--- src/rtl/register_file.sv ---
// 32 x N register file: one write port, two combinational read ports, x00 hardwired to zero.
// Reads go through explicit 32:1 mux trees so the select levels map directly to index bits.

module register_file_mux #(
  parameter int N = 32
) (
  input  logic [4:0]      sel,
  input  logic [32*N-1:0] din,
  output logic [N-1:0]    dout
);

  // Each level halves the candidates; sel[0] picks between neighbours, sel[4] between halves.
  logic [16*N-1:0] lvl4;
  logic [8*N-1:0]  lvl3;
  logic [4*N-1:0]  lvl2;
  logic [2*N-1:0]  lvl1;

  for (genvar j = 0; j < 16; j++) begin : g_l4
    assign lvl4[j*N +: N] = sel[0] ? din[(2*j+1)*N +: N] : din[(2*j)*N +: N];
  end

  for (genvar j = 0; j < 8; j++) begin : g_l3
    assign lvl3[j*N +: N] = sel[1] ? lvl4[(2*j+1)*N +: N] : lvl4[(2*j)*N +: N];
  end

  for (genvar j = 0; j < 4; j++) begin : g_l2
    assign lvl2[j*N +: N] = sel[2] ? lvl3[(2*j+1)*N +: N] : lvl3[(2*j)*N +: N];
  end

  for (genvar j = 0; j < 2; j++) begin : g_l1
    assign lvl1[j*N +: N] = sel[3] ? lvl2[(2*j+1)*N +: N] : lvl2[(2*j)*N +: N];
  end

  assign dout = sel[4] ? lvl1[N +: N] : lvl1[0 +: N];

endmodule

module register_file #(
  parameter int N = 32
) (
  input  logic         clk,
  input  logic         rst,
  input  logic         wr_ena,
  input  logic [4:0]   wr_addr,
  input  logic [N-1:0] wr_data,
  input  logic [4:0]   rd_addr0,
  output logic [N-1:0] rd_data0,
  input  logic [4:0]   rd_addr1,
  output logic [N-1:0] rd_data1
);

  logic [N-1:0]    regs [1:31];
  logic [31:1]     wr_sel;
  logic [32*N-1:0] regs_bus;

  // Address 0 has no enable line, so a write there activates nothing.
  always_comb begin
    wr_sel = '0;
    for (int i = 1; i < 32; i++) begin
      wr_sel[i] = wr_ena && (wr_addr == 5'(i));
    end
  end

  always_ff @(posedge clk) begin
    for (int i = 1; i < 32; i++) begin
      if (!rst) begin
        regs[i] <= '0;
      end else if (wr_sel[i]) begin
        regs[i] <= wr_data;
      end
    end
  end

  assign regs_bus[0 +: N] = '0;
  for (genvar k = 1; k < 32; k++) begin : g_bus
    assign regs_bus[k*N +: N] = regs[k];
  end

  register_file_mux #(.N(N)) u_rd_mux0 (
    .sel  (rd_addr0),
    .din  (regs_bus),
    .dout (rd_data0)
  );

  register_file_mux #(.N(N)) u_rd_mux1 (
    .sel  (rd_addr1),
    .din  (regs_bus),
    .dout (rd_data1)
  );

endmodule

--- config.mk ---
export PLATFORM = sky130hd
export DESIGN_NAME = register_file
export DESIGN_NICKNAME = d
export VERILOG_FILES = /design/src/rtl/register_file.sv
export SDC_FILE = /design/constraint.sdc
export NUM_CORES = 2
export LEC_CHECK = 0
export CAP_MARGIN = 30
export CORE_MARGIN = 2
export CORE_UTILIZATION = 47
export CTS_BUF_LIST = sky130_fd_sc_hd__clkbuf_4
export CTS_CLUSTER_DIAMETER = 200
export CTS_CLUSTER_SIZE = 16
export DETAILED_ROUTE_END_ITERATION = 8
export GPL_TIMING_DRIVEN = 1
export PLACE_DENSITY = 0.74
export RECOVER_POWER = 100
export REMOVE_ABC_BUFFERS = 1
export SLEW_MARGIN = 20
export SYNTH_ARGS = -nofsm -noshare
export SYNTH_HDL_FRONTEND = slang
export SYNTH_SLANG_ARGS = --single-unit
--- constraint.sdc ---
create_clock -name clk -period 5.35 [get_ports clk]
set_input_delay 1.605 -clock clk [delete_from_list [all_inputs] [get_ports clk]]
set_output_delay 1.605 -clock clk [all_outputs]
set_load 0.01 [all_outputs]
==> reports/metrics.sh <==
DIE_WIDTH_UM=341
USE_MET2_PCT=48.0
YS_SEQ_AREA_SHARE_PCT=55.8
CTSHTREEMAXLEVEL=3
LAYOUTNONFILLERINSTCOUNT=5380
SLOWEST_STAGE='mux4_2'
TOP_REGISTER='regs'
P_LEAK_nW=20.8
IOS=114
COMBINED_AREA_OF_THE_MULTI_INPUT_LOGIC_CELLS_UM2=22800
DOMINANT_CELLS_BY_AREA_AFTER_SYNTHESIS='edfxtp_1 56%, mux4_2 16%, and2_1 12%'
PATH_DELAY_FAMILY='buffers and inverters'
VIOLATIONS_IN_THE_FINAL_REPORTS='max-capacitance violations, max-slew violations, negative setup slack'
CRITICAL_PATH.MAX_FANOUT=5
GP_CONGESTION=0.878
LARGEST_REGISTER_FF_COUNT=992
P_PER_AREA_nW_PER_UM2=247
CORE-AREA_UM2=112000
FIRST_PASS_GRT_WIRE_LENGTH_UM=251000
GRT.MET3_USAGE_PCT=6.45
POST_CTS_HOLD_BUFFER_COUNT=0
SYNTHESIS.YOSYS.WARNINGS=0
DIE_HEIGHT_UM=341
FLOORPLAN.DIE_AREA_UM2=116000
STD_CELL_ROWS=123
MAXSLEWVIOLCOUNT=1391
AREA.SEQUENTIAL_UM2=29800
YOSYSUNIQUECELLTYPES=26
SLEW-LIMIT-HEADROOM_PCT=-114
GLOBAL_ROUTE.USAGE.MET1_PCT=37.3
SETUP_TOTAL_NEG_SLACK_NS=-0.0618
CRITICAL_PATH_REQUIRED_NS=3.74
TIGHTEST_HOLD_CHECK_TYPE='in2reg'
FINAL.FILL_COUNT=8986
CLOCK_TREE.ROOT_CELL='clkbuf_4'
DR.FIRST_ITER.DRC_COUNT=4451
CRIT_PATH_END_KIND='output pin'
CRITICAL_PATH.CELL_CHAIN='buf_16, buf_12, buf_16, buf_4, mux4_2, a22o_1, o21ai_2, buf_4, o31ai_4, dlygate4sd2_1'
AREA_OF_ALL_PLACED_CELLS_WITHOUT_FILLERS_UM2=60600
LAYOUT.CORE_UTILIZATION_PCT=53.9
NETLIST_INSTANCES=3650
AVGSYNTHCELLAREA_UM2=14.6
GRT_START_MAX_NET_PINS=44
CTS-BUFFERS-INSERTED=71
TRITONCTS='built'
YS_SEQ_ELEMENTS=992
SYNTH_TOP_FLOP_CELL='edfxtp_1'
DRT.ANTENNA.VIOLATING_NETS=0
HOLDCRITSTARTPOINT='wr_data[23]'
VIAS_PER_CELL=6.59
FINAL.MIN_CLOCK_PERIOD_NS=5.38
LAYOUT-AREA-OVERHEAD-VS-SYNTH_PCT=13.6
SYNTH.LARGEST_AREA_CELL='edfxtp_1'
FLOORPLAN.INITIALDENSITY_PCT=47.4
NETLIST_TOP_CELLS_COUNT='1,058 x and2_1, 992 x edfxtp_1, 384 x mux4_2'
DRT-TOTAL-WL_UM=175000
POST-LAYOUT-TOTAL-POWER_mW=15.0
RUN_STATUS='complete, but fails checks'
TIMING_STARTPOINT_OF_THE_CRITICAL_PATH='rd_addr1[0]'
WORSTPATHBUFFERINVERTERCOUNT=6
GRT_USE_TOTAL_PCT=30.0
CTS_MAX_PATH_BUFFERS=3
GRT_MOST_USED_LAYER='met2'
NUMCLOCKSINKS=992
IO_BUFFERS=113
CTS.REPORTEDPATHS.CLKPINSLEW_NS=0.17
SYNTH_ENABLE_FLOP_CELLS=992
FINALSETUPVIOLCOUNT=4
CRIT_PATH_MAX_INCR_DELAY_NS=0.50
CRITPATHLAUNCHTYPE='primary input'
PLACED_CELLS=5220
POST_ROUTE_CELLS_DRIVE_ABOVE_1_SHARE_PCT=27.7
FINALHOLDVIOLATIONS=0
WORST-SETUP-PATH-TYPE='in2out'
POST_DRT_WL_PER_CELL_UM=32.6
CRITPATHARRIVALTIME_NS=3.77
POSTPLACECELLAREA_UM2=58900
PEAKVDDDROP_uV=208
TIMING.FINAL.WS_SETUP_NS=-0.0253
FINALCRITPERIODSHARE_PCT=100
ASYNC_FLOP_SHARE_PCT=0
CAP_VIOLATIONS=55
HPWL_UM=107000
GLOBALROUTEOVERFLOWTOTAL=0
CELL_WITH_THE_MOST_INSTANCES_AFTER_SYNTHESIS='and2_1'
DESIGN.FINAL.NETS=3915
SYNTHESIS.AREA_UM2=53400
VIAS=35500
PLACE_WS_NS=-0.678
FIRSTDRTPASSITERS=6
WORST_PIN_SLEW_NS=3.21
INITIAL_ANTENNA_VIOLATION_COUNT=17
LAYOUT_TOP_REGISTERS='regs: 992 flops'
ACHIEVABLE-FREQUENCY_GHz=0.186
NUMBER_OF_GLOBAL_ROUTE_VIAS_BEFORE_REPAIR=36300
POST-ROUTE-DRC-COUNT=0
FINALHOLDWORSTSLACK_NS=1.32
SYNTH_LARGEST_TYPE_AREA_FRACTION_PCT=55.8
report_power, final:
group | total (mW) | leakage [nW] | switching [mW] | internal [mW]
Sequential | 9.21 | 9.46 | 0.222 | 8.99
Combinational | 2.79 | 11.0 | 1.50 | 1.28
Clock | 2.99 | 0.358 | 2.34 | 0.652
Total | 15.0 | 20.8 | 4.06 | 10.9
worst paths after layout:
kind	endpoint	slack, ns	cells after the start
setup / recovery	rd_data1[7]	-0.03	10
hold / removal	regs[0][375]	1.32	2
kinds of logic (layout without fill, tap and decap cells):
| family | Yosys count | in the layout | synth area share [%] |
|---|---|---|---|
| DFF | 992 | 992 | 55.8 |
| muxes | 640 | 640 | 21.2 |
| other | 0 | 10 | 0 |
| AOI/OAI and AO/OA | 479 | 479 | 6.60 |
| buffers and inverters | 410 | 630 | 3.42 |
| and+or+nand+nor | 1129 | 1129 | 13.0 |
cell type report:
class | instances | area share [%]
clock inverter | 3 | 0.0186
sequential | 992 | 49.1
clock buffer | 75 | 0.928
tap | 1500 | 3.09
inverter | 2 | 0.0124
timing repair buffer | 550 | 9.23
multi-input combinational | 2248 | 37.6
antenna | 10 | 0.0413
cells in the final DEF (no fill, tap or decap), drive strengths merged:
cell type,n
dlymetal6s2s,4
buf,360
nor2b,10
nand2,10
clkbuf,165
a211oi,64
nor3,1
dlygate4sd2,43
and2,1058
o22ai,64
nand4,1
nand3,6
bufbuf,10
diode,10
clkdlybuf4s15,8
a22o,192
nand2b,5
inv,5
mux2,64
mux4,384
nor2,33
clkdlybuf4s50,30
or3,4
edfxtp,992
dlygate4sd3,5
mux2i,192
o31ai,65
nand3b,1
o21ai,94
layer usage:
metal,wire [um],up-vias
met1,60600,18100
met3,20200,559
met2,81700,2487
met4,12600,2
met5,8,-
li1,-,14400
timing repair:
item / 4_1_cts / 5_1_grt
endpoints found under the hold margin: 0 / 0
cloned: 12 / 1
pin swaps: 39 / 11
setup endpoints to repair: 64 / 23
setup buffers: 41 / 7
resized for setup: 245 / 29
No activity file was read; power rests on OpenSTA's default activity.
